### config.mk
export PLATFORM = sky130hd
export DESIGN_NAME = capture_reader
export DESIGN_NICKNAME = d
export VERILOG_FILES = /design/src/rtl/capture_reader_pkg.sv /design/src/rtl/capture_reader_rd_skid_fifo.sv /design/src/rtl/capture_reader.sv
export SDC_FILE = /design/constraint.sdc
export NUM_CORES = 1
export LEC_CHECK = 0
export CORE_ASPECT_RATIO = 1.75
export CORE_UTILIZATION = 50
export CTS_CLUSTER_SIZE = 10
export DETAILED_ROUTE_END_ITERATION = 12
export PLACE_DENSITY = 0.81
export RECOVER_POWER = 25
export SYNTH_ARGS = -nofsm -noshare
export SYNTH_HDL_FRONTEND = slang
export SYNTH_HIERARCHICAL = 1
export SYNTH_SLANG_ARGS = --single-unit
### constraint.sdc
create_clock -name cfg_clk -period 5.8 [get_ports cfg_clk]
set_input_delay 0.58 -clock cfg_clk [delete_from_list [all_inputs] [get_ports cfg_clk]]
set_output_delay 0.58 -clock cfg_clk [all_outputs]
set_load 0.02 [all_outputs]
### src/rtl/capture_reader_pkg.sv
// Shared watcher definitions: readout state encoding and the default
// buffer geometry used by both the trigger node and the capture reader.
package capture_reader_pkg;

    typedef enum logic [1:0] {
        IDLE  = 2'd0,
        RUN   = 2'd1,
        DRAIN = 2'd2
    } rd_state_e;

    // Sample width equals the trigger node's detector count.
    localparam int DEFAULT_DATA_W = 3;
    localparam int DEFAULT_DEPTH  = 5461;
    localparam int DEFAULT_ADDR_W = 16;

endpackage

### src/rtl/capture_reader_rd_skid_fifo.sv
// Two-entry FIFO that absorbs RAM read data so the output stream can stall
// without losing samples already requested from the RAM.
module rd_skid_fifo #(
    parameter int DATA_W = 3
) (
    input  logic              clk,
    input  logic              rst,
    input  logic              push,
    input  logic [DATA_W-1:0] wr_data,
    input  logic              pop,
    output logic [DATA_W-1:0] rd_data,
    output logic              full,
    output logic              empty
);

    logic [DATA_W-1:0] mem_q [2];
    logic [DATA_W-1:0] mem_d [2];
    logic              wr_ptr_q, wr_ptr_d;
    logic              rd_ptr_q, rd_ptr_d;
    logic [1:0]        count_q, count_d;
    logic              do_pop;

    // Next-state computation for storage, pointers and occupancy.
    always_comb begin
        // NOTE: every variable gets a default first so no path can infer a latch.
        mem_d    = mem_q;
        wr_ptr_d = wr_ptr_q;
        rd_ptr_d = rd_ptr_q;
        do_pop   = pop && (count_q != 2'd0);
        if (push) begin
            mem_d[wr_ptr_q] = wr_data;
            wr_ptr_d        = ~wr_ptr_q;
        end
        if (do_pop) begin
            rd_ptr_d = ~rd_ptr_q;
        end
        count_d = count_q + {1'b0, push} - {1'b0, do_pop};
    end

    // Register update with synchronous reset.
    always_ff @(posedge clk) begin
        // NOTE: sequential state uses non-blocking assignments so all flops update together.
        if (rst) begin
            // NOTE: the two storage entries are reset because the head entry drives out_data directly.
            mem_q    <= '{default: '0};
            wr_ptr_q <= 1'b0;
            rd_ptr_q <= 1'b0;
            count_q  <= 2'd0;
        end else begin
            mem_q    <= mem_d;
            wr_ptr_q <= wr_ptr_d;
            rd_ptr_q <= rd_ptr_d;
            count_q  <= count_d;
        end
    end

    assign rd_data = mem_q[rd_ptr_q];
    assign full    = (count_q == 2'd2);
    assign empty   = (count_q == 2'd0);

    // The reader's credit rule must keep data from arriving into a full FIFO.
    no_push_when_full_a: assert property (@(posedge clk) disable iff (rst) !(push && full));

endmodule

### src/rtl/capture_reader.sv
// Capture buffer readout engine: once capture has stopped, streams the
// sample RAM out oldest-first over a valid/ready interface.
module capture_reader
    import capture_reader_pkg::*;
#(
    parameter int DATA_W = DEFAULT_DATA_W,
    parameter int DEPTH  = DEFAULT_DEPTH,
    parameter int ADDR_W = DEFAULT_ADDR_W
) (
    input  logic              cfg_clk,
    input  logic              cfg_rst,
    input  logic              start,
    input  logic              stop_flag,
    input  logic              overflow_flag,
    input  logic [ADDR_W-1:0] stop_addr,
    output logic              rd_ce,
    output logic [ADDR_W-1:0] rd_addr,
    input  logic [DATA_W-1:0] rd_data,
    output logic [DATA_W-1:0] out_data,
    output logic              out_valid,
    input  logic              out_ready,
    output logic              out_last,
    output logic              busy,
    output logic              done
);

    // One extra bit so a total of 2^ADDR_W samples is representable.
    localparam int                CNT_W     = ADDR_W + 1;
    localparam logic [ADDR_W-1:0] LAST_ADDR = ADDR_W'(DEPTH - 1);
    localparam logic [CNT_W-1:0]  DEPTH_CNT = CNT_W'(DEPTH);

    rd_state_e         state_q, state_d;
    logic [ADDR_W-1:0] addr_q, addr_d;
    logic [CNT_W-1:0]  issue_cnt_q, issue_cnt_d;
    logic [CNT_W-1:0]  consume_cnt_q, consume_cnt_d;
    logic [CNT_W-1:0]  total_q, total_d;
    logic              inflight_q, inflight_d;
    logic              done_q, done_d;

    logic fifo_full, fifo_empty;
    logic pop, credit_ok, issue;

    rd_skid_fifo #(.DATA_W(DATA_W)) u_fifo (
        .clk     (cfg_clk),
        .rst     (cfg_rst),
        .push    (inflight_q),
        .wr_data (rd_data),
        .pop     (pop),
        .rd_data (out_data),
        .full    (fifo_full),
        .empty   (fifo_empty)
    );

    // Stream handshake and read-credit decision: at most two samples may be
    // in flight or buffered; a pop in this cycle frees one slot immediately.
    always_comb begin
        pop       = !fifo_empty && out_ready;
        credit_ok = pop || (!fifo_full && !(inflight_q && !fifo_empty));
        issue     = (state_q == RUN) && (issue_cnt_q != total_q) && credit_ok;
        out_last  = !fifo_empty && ((consume_cnt_q + CNT_W'(1)) == total_q);
    end

    // Next-state logic: range latch, modulo-DEPTH address walk, completion.
    always_comb begin
        state_d       = state_q;
        addr_d        = addr_q;
        issue_cnt_d   = issue_cnt_q;
        consume_cnt_d = pop ? consume_cnt_q + CNT_W'(1) : consume_cnt_q;
        total_d       = total_q;
        inflight_d    = issue;
        done_d        = 1'b0;
        case (state_q)
            IDLE: begin
                if (start && stop_flag) begin
                    state_d       = RUN;
                    issue_cnt_d   = '0;
                    consume_cnt_d = '0;
                    if (overflow_flag) begin
                        // Oldest sample sits just past the last write.
                        total_d = DEPTH_CNT;
                        addr_d  = (stop_addr == LAST_ADDR) ? '0 : stop_addr + ADDR_W'(1);
                    end else begin
                        total_d = {1'b0, stop_addr} + CNT_W'(1);
                        addr_d  = '0;
                    end
                end
            end
            RUN: begin
                if (issue) begin
                    addr_d      = (addr_q == LAST_ADDR) ? '0 : addr_q + ADDR_W'(1);
                    issue_cnt_d = issue_cnt_q + CNT_W'(1);
                    if ((issue_cnt_q + CNT_W'(1)) == total_q) begin
                        state_d = DRAIN;
                    end
                end
            end
            DRAIN: begin
                if (pop && out_last) begin
                    state_d = IDLE;
                    done_d  = 1'b1;
                end
            end
            default: state_d = IDLE;
        endcase
    end

    // State and counter registers; reset drops any read still in flight.
    always_ff @(posedge cfg_clk) begin
        if (cfg_rst) begin
            state_q       <= IDLE;
            addr_q        <= '0;
            issue_cnt_q   <= '0;
            consume_cnt_q <= '0;
            total_q       <= '0;
            inflight_q    <= 1'b0;
            done_q        <= 1'b0;
        end else begin
            state_q       <= state_d;
            addr_q        <= addr_d;
            issue_cnt_q   <= issue_cnt_d;
            consume_cnt_q <= consume_cnt_d;
            total_q       <= total_d;
            inflight_q    <= inflight_d;
            done_q        <= done_d;
        end
    end

    assign rd_ce     = issue;
    assign rd_addr   = addr_q;
    assign out_valid = !fifo_empty;
    assign busy      = (state_q != IDLE);
    assign done      = done_q;

endmodule

Yosys cells after proc, flatten, opt, wreduce, memory -nomap -nowiden
Index checks and enable logic that the tools add are counted.
{"block": "totals", "ff_bits": 81, "in_bits": 25, "out_inout_bits": 24, "word_cells": 87}
{"block": "op_classes", "add_sub_neg": 7, "n_lt_le_gt_ge": 3, "n_eq_ne": 12, "n_mux": 25, "bitwise_logic": 5, "reduce_logical": 23}
{"op": "$mux W17", "count": 6}
{"op": "$mux W16", "count": 5}
{"op": "$add A17 B1 Y17 const B", "count": 2}
{"op": "$eq A17 B17 Y1", "count": 2}
{"op": "$pmux W17 S2", "count": 1}
{"op": "$add A16 B1 Y16 const B", "count": 2}
{"op": "$eq A16 B13 Y1 const B", "count": 2}
{"op": "$pmux W16 S2", "count": 1}
{"op": "$add A16 B1 Y17 const B", "count": 1}
{"op": "$ne A17 B17 Y1", "count": 1}
{"op": "$mux W3", "count": 4}
{"op": "$logic_and A1 B1 Y1", "count": 10}
{"op": "$mux W2", "count": 4}
{"op": "$bwmux W6", "count": 1}
{"op": "$ne A2 B2 Y1 const B", "count": 3}
{"op": "$pmux W2 S3", "count": 1}
{"op": "$reduce_bool A2 Y1", "count": 3}
{"op": "$eq A2 B2 Y1 const B", "count": 2}
{"op": "$ge A2 B2 Y1 const B", "count": 2}
{"op": "$logic_not A2 Y1", "count": 2}
{"op": "$not A1 Y2", "count": 2}
{"op": "$reduce_and A4 Y1", "count": 1}
{"op": "$demux W3 S1", "count": 1}
{"op": "$logic_not A1 Y1", "count": 3}
{"op": "11 further kinds", "count": 13}

Logic depth before layout (Yosys ltp)
Gate-level depths: netlist of the first run.
{"block": "depth", "depth_word": 9, "ltp_mapped": 12, "ltp_nobuf": 11}

Cells and area by module
The synthesis of the first run kept the hierarchy.
{"mod": "capture_reader", "instances": 1, "cells_per_inst": 625, "area_per_inst_um2": 4875.9, "seq_area_each_um2": 1421.4}
{"mod": "rd_skid_fifo", "instances": 1, "cells_per_inst": 47, "area_per_inst_um2": 442.9, "seq_area_each_um2": 200.2}

Worst setup path before layout of the first run
OpenSTA, ideal clock, no wires.
{"block": "synth_timing", "path_type": "register to output", "startpoint": "register consume_cnt_q[0]", "endpoint": "output out_last", "arrival_ns": 2.023, "required_ns": 5.220, "slack_ns": 3.197, "path_stages_with_launch": 8, "n_path_buf": 0, "cell_sequence": "dfxtp_1 ha_1 nand4_1 nor4_4 a211oi_1 a211oi_1 o221ai_1 nor3_1"}
{"block": "synth_via", "elab_chain_len": 3}
{"item": "start: declaration", "line": "capture_reader.sv:35", "source": "logic [CNT_W-1:0] consume_cnt_q, consume_cnt_d;"}
{"item": "start signal: assignment", "line": "capture_reader.sv:121", "source": "consume_cnt_q <= consume_cnt_d;"}
{"item": "$add A17 B1 Y17", "line": "capture_reader.sv:60", "source": "out_last = !fifo_empty && ((consume_cnt_q + CNT_W'(1)) == total_q);"}
{"item": "$eq A17 B17 Y1", "line": "capture_reader.sv:60"}
{"item": "$logic_and A1 B1 Y1", "line": "capture_reader.sv:60"}
{"item": "end: declaration", "line": "capture_reader.sv:22", "source": "output logic out_last,"}
No other way between the ends.

==> flow_summary.json, run 1 <==
{
  "ant_nets": 0,
  "drt_iter0_markers": 334,
  "ios": 49,
  "wl_per_cell_um": 17.9,
  "status": "complete, but fails checks",
  "hold_slack_ps": 459,
  "synthFlopType": "dfxtp_1",
  "synthCells": 672,
  "ys_seq_elements": 81,
  "antenna_found_initial": 0,
  "drc_errors": 0,
  "synth.distinct_cells": 70,
  "num_rows": 49,
  "violations": "max-capacitance violations, max-slew violations",
  "syn-cell-area_mm2": 0.00532,
  "nets": 725,
  "layout.cells.non_filler": 823,
  "synth_nets": 705,
  "cts.sinks": 81,
  "finalCriticalPeriod_ps": 3670,
  "grt_pass1_wl_um": 23500,
  "grt_pass1_vias": 4967,
  "slew_violations": 50,
  "area_growth_pct": 13.4,
  "worstPathRequired_ps": 5990,
  "rsz0062_at_grt": "no",
  "holdBufCountCts": 0,
  "placed_cells": 808,
  "clk_pin_slew_worst_paths_ps": 60,
  "startpoint_type": "primary input",
  "critPathCaptureType": "flip-flop",
  "fp.dieW_um": 80.0,
  "drive_above_1_share_pct": 5.32,
  "cts_resized": 0,
  "num_vias": 5189,
  "async_flop_share_pct": 0,
  "core_mm2": 0.0103,
  "max_cap_viol_count": 1,
  "hold_class": "reg2reg",
  "syn_avg_cell_area_um2": 7.91,
  "mostFrequentLayoutCells": "81 x nor2_1, 81 x dfxtp_1, 52 x xnor2_1",
  "post-place-ws_ps": 2420,
  "synth_edf_count": 0,
  "port_buffers": 48,
  "insertion_delay_ps": 340,
  "slew_headroom_pct": -50.3,
  "worst_slack_ps": 2130,
  "cts_buffers": 9,
  "cts_tree": "built",
  "cts_setup_buffers": 0,
  "critPathKind": "in2reg",
  "ys.warnings.count": 6,
  "htree_num_levels": 3,
  "grt-ovfl-total": 0,
  "grt_max_degree": 50,
  "cts_root_buffer": "clkbuf_16",
  "fin_skew_ps": 5.09,
  "fin_util_pct": 58.6,
  "r2r_slack_ps": 2780,
  "place_hpwl_um": 10800,
  "finalSetupViolCount": 0,
  "viasPerCell": 6.30,
  "p_per_area_mw_per_mm2": 229,
  "cts_buffer_depth": 2,
  "die_h_um": 138,
  "start_util_pct": 51.6,
  "die_area_mm2": 0.0111,
  "drt_pass1_iterations": 5,
  "tightest_slew_ps": 2250,
  "routed_wl_um": 14700,
  "fmax_mhz": 273,
  "critPathArrivalTime_ps": 3850,
  "hold_viol_final": 0,
  "tns_ps": 0,
  "gp_routability_congestion": 0.952,
  "grt_use_total_pct": 27.2,
  "leakagePower_nw": 2.09,
  "crit_path_max_fanout": 49,
  "peakVddDrop_uv": 167,
  "period_share_pct": 63.2,
  "synth-seq-area-share_pct": 30.5,
  "antennaDiodeCount": 0,
  "fill_cells": 965
}
-- power breakdown --
part | internal [mW] | switching [mW] | total, mW
Combinational | 0.0785 | 0.116 | 0.194
Sequential | 0.572 | 0.0287 | 0.601
Clock | 0.354 | 0.231 | 0.585
-- Yosys cell counts (6+ instances only) --
master / count / area (um2)
dfxtp_1: 81 / 1620
nor2_1: 81 / 304
xnor2_1: 52 / 455
nand2_1: 49 / 184
o21ai_0: 46 / 230
a21oi_1: 38 / 190
nand3_1: 30 / 150
xor2_1: 29 / 254
clkbuf_1: 25 / 93.8
inv_1: 21 / 78.8
and3_1: 19 / 119
nand4_1: 16 / 100
nor3_1: 16 / 80.1
a211oi_1: 12 / 90.1
or3_1: 12 / 75.1
nor4_1: 11 / 68.8
nor2b_1: 9 / 56.3
ha_1: 8 / 100
mux2i_1: 7 / 70.1
and2_1: 6 / 37.5
buf_2: 6 / 30.0
-- routing by layer --
layer	vias up	GRT usage [%]	wire (um)	part of all wire [%]
met5	-	0	0	0
met4	0	17.4	742	5.0
met3	44	4.36	855	5.8
met2	244	49.8	7780	53
met1	2473	27.6	5370	36
li1	2428	-	-	-
-- per-stage QoR --
| stage | power [mW] | area, um2 |
|---|---|---|
| after floorplan | 0.725 | 5320 |
| after global placement | 0.799 | 5730 |
| after detailed placement | 0.804 | 5730 |
| after CTS | 1.38 | 6030 |
| after global routing | 1.43 | 6030 |
| final | 1.38 | 6030 |
-- worst max-delay path: stages --
cell and delay, ps:
dlygate4sd3_1 530, clkbuf_1 1610, nand2b_1 980, o22ai_1 150
-- final timing paths --
check | startpoint | to | depth (start not counted)
setup / recovery | cfg_rst | total_q[13] | 4
hold / removal | u_fifo/mem_q[1] | u_fifo/mem_q[1] | 2
setup reg to reg | u_fifo/count_q[1] | rd_addr[9] | 10
hold reg to reg | u_fifo/mem_q[1] | u_fifo/mem_q[1] | 2
-- flip-flops by register name, summed over array words and instances (netlist names) --
name and flops:
u_fifo/count_q 2, done 1, state_q 2, inflight_q 1, consume_cnt_q 17, total_q 17, rd_addr 16, u_fifo/wr_ptr_q 1
issue_cnt_q 17, u_fifo/mem_q 6, u_fifo/rd_ptr_q 1
-- layout make-up --
cell class	count	area, um2	share of cell area [%]
flip-flops and latches	81	1620	26.9
repair buffers	50	492	8.15
inverters	21	78.8	1.31
well taps	127	159	2.63
clock inverters	4	52.6	0.871
clock buffers	11	253	4.19
multi-input cells	529	3370	56.0
-- cell families after synthesis --
logic type,synth area share [%]
buffers and inverters,6.07
DFF,30.5
adders and majority gates,1.88
muxes,1.95
and+or+nand+nor,30.3
AOI/OAI and AO/OA,16.0
xor gates and xnor gates,13.3
(Power assumes the default switching activity.)
==> run 2, diff against run 1 <==
PLACE_DENSITY = 0.84   (was 0.81)
clock period = 3.3 ns   (was 5.8 ns; I/O delays follow)
==> run 2 against run 1 <==
  * Register-to-register slack got worse by 2100 ps
  * The run now ends clean
  * Sequential power rose by 75%
  * Critical path type is now reg2out
  * Worst hold slack better by 7.4 ps
  * Cell count rose by 1.1%
  * First-iteration DRC count shrank 13%
  * Combinational power increased by 82%
  * Highest routed layer unchanged
  * Total power grew 85%
==> flow_summary.json, run 2 (same netlist as run 1, synthesis figures left out) <==
{
  "status": "completed",
  "htree_num_levels": 3,
  "hold_viol_final": 0,
  "drc_errors": 0,
  "drt_pass1_iterations": 5,
  "num_rows": 49,
  "port_buffers": 48,
  "fp.dieW_um": 80.0,
  "cts_root_buffer": "clkbuf_16",
  "critPathArrivalTime_ps": 2590,
  "worst_slack_ps": 380,
  "finalCriticalPeriod_ps": 2920,
  "p_per_area_mw_per_mm2": 414,
  "tns_ps": 0,
  "crit_path_max_fanout": 22,
  "grt-ovfl-total": 0,
  "slew_violations": 0,
  "path_buf_inv": 2,
  "routed_wl_um": 15000,
  "fin_skew_ps": 6.61,
  "antennaDiodeCount": 0,
  "core_mm2": 0.0103,
  "hold_class": "reg2reg",
  "met2_usage_pct": 49.3,
  "ios": 49,
  "nets": 735,
  "holdBufCountCts": 0,
  "cts_tree": "built",
  "max_cap_viol_count": 0,
  "critPathSlowestCell": "clkdlybuf4s50_1",
  "ant_nets": 0,
  "critPathCaptureType": "output port",
  "finalSetupViolCount": 0,
  "cts_buffer_depth": 2,
  "mostFrequentLayoutCells": "81 x nor2_1, 81 x dfxtp_1, 52 x xnor2_1",
  "grt_pass1_wl_um": 24400,
  "start_util_pct": 51.6,
  "startpoint_type": "flip-flop",
  "leakagePower_nw": 2.18,
  "period_share_pct": 88.5,
  "gp_routability_congestion": 0.926,
  "wl_per_cell_um": 18.0,
  "slew_headroom_pct": 43.8,
  "grtUsageMet1_pct": 30.6,
  "rsz0062_at_grt": "no",
  "grt_use_total_pct": 28.1,
  "insertion_delay_ps": 350,
  "post-place-ws_ps": 380,
  "num_vias": 5098,
  "drive_above_1_share_pct": 6.95,
  "cts_setup_buffers": 0,
  "largestRegisters": "consume_cnt_q: 17 flops, issue_cnt_q: 17 flops, total_q: 17 flops",
  "cts.sinks": 81,
  "cp_top_family": "buffers and inverters",
  "antenna_found_initial": 0,
  "cts_buffers": 9,
  "top_usage_layer": "met2",
  "worstPathRequired_ps": 2970,
  "tightest_slew_ps": 843,
  "critPathKind": "reg2out",
  "viasPerCell": 6.13,
  "use_met3_pct": 3.70,
  "drt_iter0_markers": 289,
  "peakVddDrop_uv": 309,
  "place_hpwl_um": 11300,
  "grt_pass1_vias": 5079,
  "grt_max_degree": 27,
  "clk_pin_slew_worst_paths_ps": 60,
  "fmax_mhz": 342,
  "crit_path_max_incr_delay_ps": 550,
  "die_h_um": 138,
  "die_area_mm2": 0.0111,
  "area_growth_pct": 15.6,
  "path_cells": "xnor2_1, nand4_1, nor3_1, a41o_2, inv_1, clkdlybuf4s50_1"
}
==> run 2: changes by cell type in the layout (fill, tap and decap cells not counted), moves of 2 or more <==
cell / previous run / this run
buf_4: 1 / 10
bufinv_16: 1 / 3
clkbuf_1: 1 / 3
clkdlybuf4s50_1: 36 / 34
clkinvlp_4: 3 / 0
==> run 2: tightest hold or removal path: cells and delay by family (launching register included) <==
family           cells  cell delay, ps
AND/OR/NAND/NOR      1              60
AO/OA/AOI/OAI        1              60
flip-flops           1             310
==> run 2: routing by layer <==
layer  part of all wire (%)  wire length (um)
met3                    4.8               724
met1                     37              5580
met2                     52              7770
met5                      0                 0
met4                    6.1               914
==> run 2: worst paths after layout <==
kind | startpoint | to | slack (ps) | cells past startpoint
worst min-delay path | u_fifo/mem_q[0] | u_fifo/mem_q[0] | 470 | 2
worst max-delay path | issue_cnt_q[8] | rd_ce | 380 | 6
worst min register to register | u_fifo/mem_q[0] | u_fifo/mem_q[0] | 470 | 2
worst max register to register | issue_cnt_q[6] | state_q[1] | 680 | 7
==> run 2: cell type report <==
cell class	instances	area [um2]
fill	913	4150
multi-input combinational	529	3390
sequential	81	1620
timing repair buffer	60	566
clock buffer	11	243
tap	127	159
clock inverter	3	90.1
inverter	21	78.8
==> run 2: repair_timing <==
item	CTS	global route
resized for setup	0	7
hold endpoints to repair	0	0
endpoints found under the setup margin	0	2
==> run 2: through the flow <==
| step | power [mW] | hold WS (ps) | std cells | util [%] | cell area, um2 |
|---|---|---|---|---|---|
| after detailed placement | 1.42 | 461 | 818 | 56.4 | 5800 |
| after global placement | 1.41 | 441 | 818 | 56.4 | 5800 |
| final | 2.55 | 466 | 832 | 59.7 | 6150 |
| after CTS | 2.56 | 470 | 832 | 59.6 | 6140 |
| after global routing | 2.63 | 496 | 832 | 59.7 | 6150 |
| after floorplan | 1.27 | 433 | 672 | - | 5320 |
==> run 2: power breakdown <==
group	leakage, nW	switching (mW)	internal [mW]
Clock	0.162	0.392	0.752
Sequential	0.656	0.0457	1.01
Combinational	1.36	0.207	0.146
==> run 3, diff against run 2 <==
CORE_ASPECT_RATIO = 1.1   (was 1.75)
==> run 3 against run 2 <==
  * Cell area down 0.20%
  * Global-route usage down 0.88 points
  * Register-to-register slack worse by 180 ps
  * Total power down 0.35%
  * Clock skew down 0.62 ps
  * Wire length down 4.5%
  * Worst setup slack worse by 150 ps
  * Non-clock buffer count down 2
  * Worst hold slack worse by 7.6 ps
  * First-iteration DRC count up 36%
==> flow_summary.json, run 3 (same netlist as run 1, synthesis figures left out) <==
{
  "fmax_mhz": 326,
  "critPathArrivalTime_ps": 2740,
  "hold_class": "reg2reg",
  "antennaDiodeCount": 0,
  "tightest_slew_ps": 1110,
  "layout.cells.non_filler": 846,
  "startpoint_type": "flip-flop",
  "critPathKind": "reg2out",
  "use_met3_pct": 5.49,
  "holdBufCountCts": 0,
  "num_vias": 5154,
  "min-delay-start": "u_fifo/mem_q[2]",
  "drt_iter0_markers": 394,
  "wl_per_cell_um": 16.9,
  "core_mm2": 0.0103,
  "finalCriticalPeriod_ps": 3070,
  "grt_pass1_wl_um": 23600,
  "finalSetupViolCount": 0,
  "slew_violations": 0,
  "routed_wl_um": 14300,
  "reg2reg_depth": 8,
  "r2r-start": "issue_cnt_q[0]",
  "clk_pin_slew_worst_paths_ps": 60,
  "leakagePower_nw": 2.15,
  "nets": 733,
  "insertion_delay_ps": 340,
  "worstPathRequired_ps": 2970,
  "grt_pass1_vias": 4975,
  "grt_use_total_pct": 27.2,
  "drt_pass1_iterations": 5,
  "viasPerCell": 6.09,
  "ant_nets": 0,
  "num_rows": 39,
  "top_usage_layer": "met2",
  "drive_above_1_share_pct": 6.12,
  "cts_buffer_depth": 2,
  "peakVddDrop_uv": 233,
  "die_area_mm2": 0.0111,
  "largestRegisters": "consume_cnt_q: 17 flops, issue_cnt_q: 17 flops, total_q: 17 flops",
  "drc_errors": 0,
  "worst_slack_ps": 228,
  "hold_depth": 2,
  "gp_routability_congestion": 0.958,
  "critPathCaptureType": "output port",
  "cts_buffers": 9,
  "cpMostUsedCell": "a211oi_1",
  "tns_ps": 0,
  "port_buffers": 48,
  "grt-ovfl-total": 0,
  "period_share_pct": 93.1,
  "p_per_area_mw_per_mm2": 414,
  "placed_cells": 832,
  "fp.dieW_um": 100,
  "antenna_found_initial": 0,
  "fin_skew_ps": 5.99,
  "place_hpwl_um": 10700,
  "slew_headroom_pct": 26.1,
  "grtUsageMet1_pct": 32.2,
  "met2_usage_pct": 48.1,
  "post-place-ws_ps": 356,
  "cts.sinks": 81,
  "cts_tree": "built",
  "htree_num_levels": 3,
  "max_cap_viol_count": 0,
  "crit_path_max_fanout": 8,
  "ios": 49,
  "cts_root_buffer": "clkbuf_16",
  "die_h_um": 110,
  "area_growth_pct": 15.4,
  "crit_path_max_incr_delay_ps": 400,
  "critPathSlowestCell": "dfxtp_1",
  "path_cells": "ha_1, nand4_1, o41a_1, a211oi_1, a211oi_1, o221ai_1, nor3_1, dlygate4sd2_1",
  "hold_viol_final": 0,
  "min_to": "u_fifo/mem_q[2]",
  "r2r-end": "state_q[0]",
  "status": "completed",
  "grt_max_degree": 28,
  "mostFrequentLayoutCells": "81 x nor2_1, 81 x dfxtp_1, 52 x xnor2_1",
  "rsz0062_at_grt": "no",
  "start_util_pct": 51.4,
  "r2r_slack_ps": 500
}
==> run 3: worst max path at each step <==
| stage | startpoint | to | slack, ps | cells after the start |
|---|---|---|---|---|
| final | consume_cnt_q[0] | out_last | 230 | 8 |
| after global routing | consume_cnt_q[0] | out_last | 5 | 8 |
| after CTS | consume_cnt_q[0] | out_last | 260 | 8 |
| after detailed placement | consume_cnt_q[3] | out_last | 360 | 7 |
| after global placement | consume_cnt_q[0] | out_last | 440 | 8 |
| after floorplan | consume_cnt_q[0] | out_last | 950 | 7 |
==> run 3: area by class of cell <==
class / count / area (um2)
well taps: 143 / 179
clock buffers: 11 / 243
fillers: 933 / 4210
repair buffers: 58 / 543
multi-input cells: 529 / 3380
flip-flops and latches: 81 / 1620
clock inverters: 3 / 90.1
inverters: 21 / 78.8
==> run 3: repair_timing <==
item                                    4_1_cts  5_1_grt
endpoints found under the setup margin        1        1
gates resized for setup                       2        1
buffers inserted                              0        0
==> run 3: where the power goes <==
part	total [mW]	switching, mW	internal, mW	leakage (nW)
Sequential	1.05	0.0460	1.01	0.656
Clock	1.14	0.386	0.751	0.162
Combinational	0.350	0.205	0.145	1.33
==> run 3: through the flow <==
| step | util (%) | total power, mW | hold WS, ps | area [um2] |
|---|---|---|---|---|
| 2_1_floorplan | - | 1.27 | 433 | 5320 |
| 3_5_place_dp | 56.2 | 1.42 | 453 | 5810 |
| 3_3_place_gp | 56.2 | 1.41 | 442 | 5810 |
| 5_1_grt | 59.3 | 2.63 | 487 | 6140 |
| 4_1_cts | 59.4 | 2.55 | 462 | 6150 |
| 6_report | 59.3 | 2.54 | 458 | 6140 |
==> run 3: worst max-delay path, delay by kind of cell (launching register included) <==
family,cells,cell delay (ps)
AOI/OAI and AO/OA,4,1010
DFF,1,400
buffers and inverters,1,340
adders and majority gates,1,310
and+or+nand+nor,2,340
==> run 3: routing by layer <==
metal  share of wire [%]  routed length, um
met1                  41               5930
met2                  48               6920
met3                 7.2               1030
met4                 2.9                421
met5                   0                  0
==> patch, RTL diff (config.mk and constraints of run 2) <==
`addr_q` no longer has a reset.
--- a/src/rtl/capture_reader.sv
+++ b/src/rtl/capture_reader.sv
@@ -109,5 +109,4 @@
         if (cfg_rst) begin
             state_q       <= IDLE;
-            addr_q        <= '0;
             issue_cnt_q   <= '0;
             consume_cnt_q <= '0;
@@ -117,5 +116,4 @@
         end else begin
             state_q       <= state_d;
-            addr_q        <= addr_d;
             issue_cnt_q   <= issue_cnt_d;
             consume_cnt_q <= consume_cnt_d;
@@ -124,4 +122,8 @@
             done_q        <= done_d;
         end
+    end
+
+    always_ff @(posedge cfg_clk) begin
+        addr_q <= addr_d;
     end
 
Behaviour: not the same (Yosys sat finds a counterexample within 4 cycles, from zero or initial values and one cycle with cfg_rst high).
==> patch against run 2 <==
- final area is 0.47% lower
- core utilization rose by 0.076 points
- worst setup slack worse by 0.10 ns
- power is 3.0% higher
- hold slack lost 0.0052 ns
- routed wire length down 2.1%
- sequential cell count did not move
- synthesized area fell by 1.7%
==> patch: results (changes against run 2) <==
status finished clean (unchanged); hold path start u_fifo/mem_q[2] (was u_fifo/mem_q[0]); post-synthesis cell type count 65 (was 70); Clock Skew 0.00877 ns (was 0.00661 ns); largest net degree at the start of global routing 26 (was 27); vias in the first global route 4966 (was 5079); fin crit share 0.915 (was 0.885); Nets 706 (was 735); P_seq 1.14 mW (was 1.05 mW); Max FO, Critical Path 10 (was 22); Net Count, Synth 668 (was 705); dpl ws 0.236 ns (was 0.380 ns); synth cell count leaders nor2_1 (66), dfxtp_1 (65), xnor2_1 (58), nand2_1 (51), xor2_1 (41) (was dfxtp_1 (81), nor2_1 (81), xnor2_1 (52), nand2_1 (49), o21ai_0 (46)); R2R Path Start issue_cnt_q[0] (was issue_cnt_q[6]); GR Util All Layers 0.293 (was 0.281); top flop regs consume_cnt_q: 17 flops, issue_cnt_q: 17 flops, total_q: 17 flops (unchanged); Power, Total 2.63 mW (was 2.55 mW); Post-Place Cells 787 (was 818); fraction of layout cells with a size suffix above 1 0.0811 (was 0.0695); arrival time at the worst endpoint 2.69 ns (was 2.59 ns); DRT iter0 DRCs 378 (was 289); drt pass-1 iters 5 (unchanged); Worst Hold Path EP u_fifo/mem_q[2] (was u_fifo/mem_q[0]); clock network power share 0.412 (was 0.449); initial antenna violation count 0 (unchanged); fin cells 805 (was 832); worst r2r dst state_q[0] (was state_q[1]); Slew Limit Headroom 0.187 (was 0.438); sw frac 0.275 (was 0.253); Synth area leaders dfxtp_1 (25%), xnor2_1 (9.7%), edfxtp_1 (9.2%), xor2_1 (6.9%), nor2_1 (4.7%) (was dfxtp_1 (30%), xnor2_1 (8.6%), nor2_1 (5.7%), xor2_1 (4.8%), o21ai_0 (4.3%)); register area share after synthesis 0.341 (was 0.305); HPWL after DPL 11000 um (was 11300 um); Synth Warn # 6 (unchanged); GPL Wtd Cong 0.973 (was 0.926); number of flops mapped to enable cells by yosys 16 (was 0); Cells after Synth 635 (was 672); R2R cell count 8 (was 7); drt total wl 14700 um (was 15000 um); LEAKAGE 2.10 nW (was 2.18 nW); VDD IR max 0.302 mV (was 0.309 mV); Worst Hold Path Cells 2 (unchanged); vias per inst 6.19 (was 6.13); hold slack 0.461 ns (was 0.466 ns); DP Area 5760 um2 (was 5800 um2); setup slack, reg-to-reg 0.40 ns (was 0.68 ns); first-pass GRT wire length 24400 um (about the same)
[patch: changes by cell type in the layout (fill, tap and decap cells not counted), sizes merged, moves of 10 or more]
| cell | change |
|---|---|
| o21ai | -12 |
| xor2 | +12 |
| and3 | -10 |
| a211oi | -11 |
| edfxtp | +16 |
| o22ai | +15 |
| nor2 | -14 |
| dfxtp | -16 |
[patch: worst max-delay path by stage]
stage	startpoint	depth (start not counted)	to
6_report	total_q[16]	6	rd_ce
5_1_grt	total_q[16]	6	rd_ce
4_1_cts	consume_cnt_q[3]	8	out_last
3_5_place_dp	consume_cnt_q[0]	9	out_last
3_3_place_gp	consume_cnt_q[0]	9	out_last
2_1_floorplan	consume_cnt_q[0]	8	out_last
[patch: kinds of logic after synthesis]
family	after synthesis	synth area share
AND/OR/NAND/NOR	269	0.271
AO/OA/AOI/OAI	113	0.133
XOR/XNOR	99	0.166
flip-flops	81	0.341
buffers and inverters	55	0.0507
multiplexers	10	0.0199
adder cells (fa/ha/maj)	8	0.0191
[patch: per-layer routing]
metal / vias up / routed length (um) / global-route usage
met3: 68 / 715 / 0.0563
met1: 2358 / 5440 / 0.302
met2: 223 / 7560 / 0.521
met4: 0 / 949 / 0.208
met5: - / 0 / 0
li1: 2333 / - / -
[patch: final cells by class]
| cell class | count | area (um2) |
|---|---|---|
| clock buffer | 10 | 229 |
| clock inverter | 6 | 92.6 |
| fill | 914 | 4120 |
| inverter | 23 | 86.3 |
| multi-input combinational | 499 | 3210 |
| sequential | 81 | 1780 |
| tap | 127 | 159 |
| timing repair buffer | 59 | 562 |
[patch: what timing repair did]
| action | CTS | global route |
|---|---|---|
| setup buffers | 2 | 0 |
| setup endpoints to repair | 1 | 1 |
| gates resized for setup | 6 | 3 |
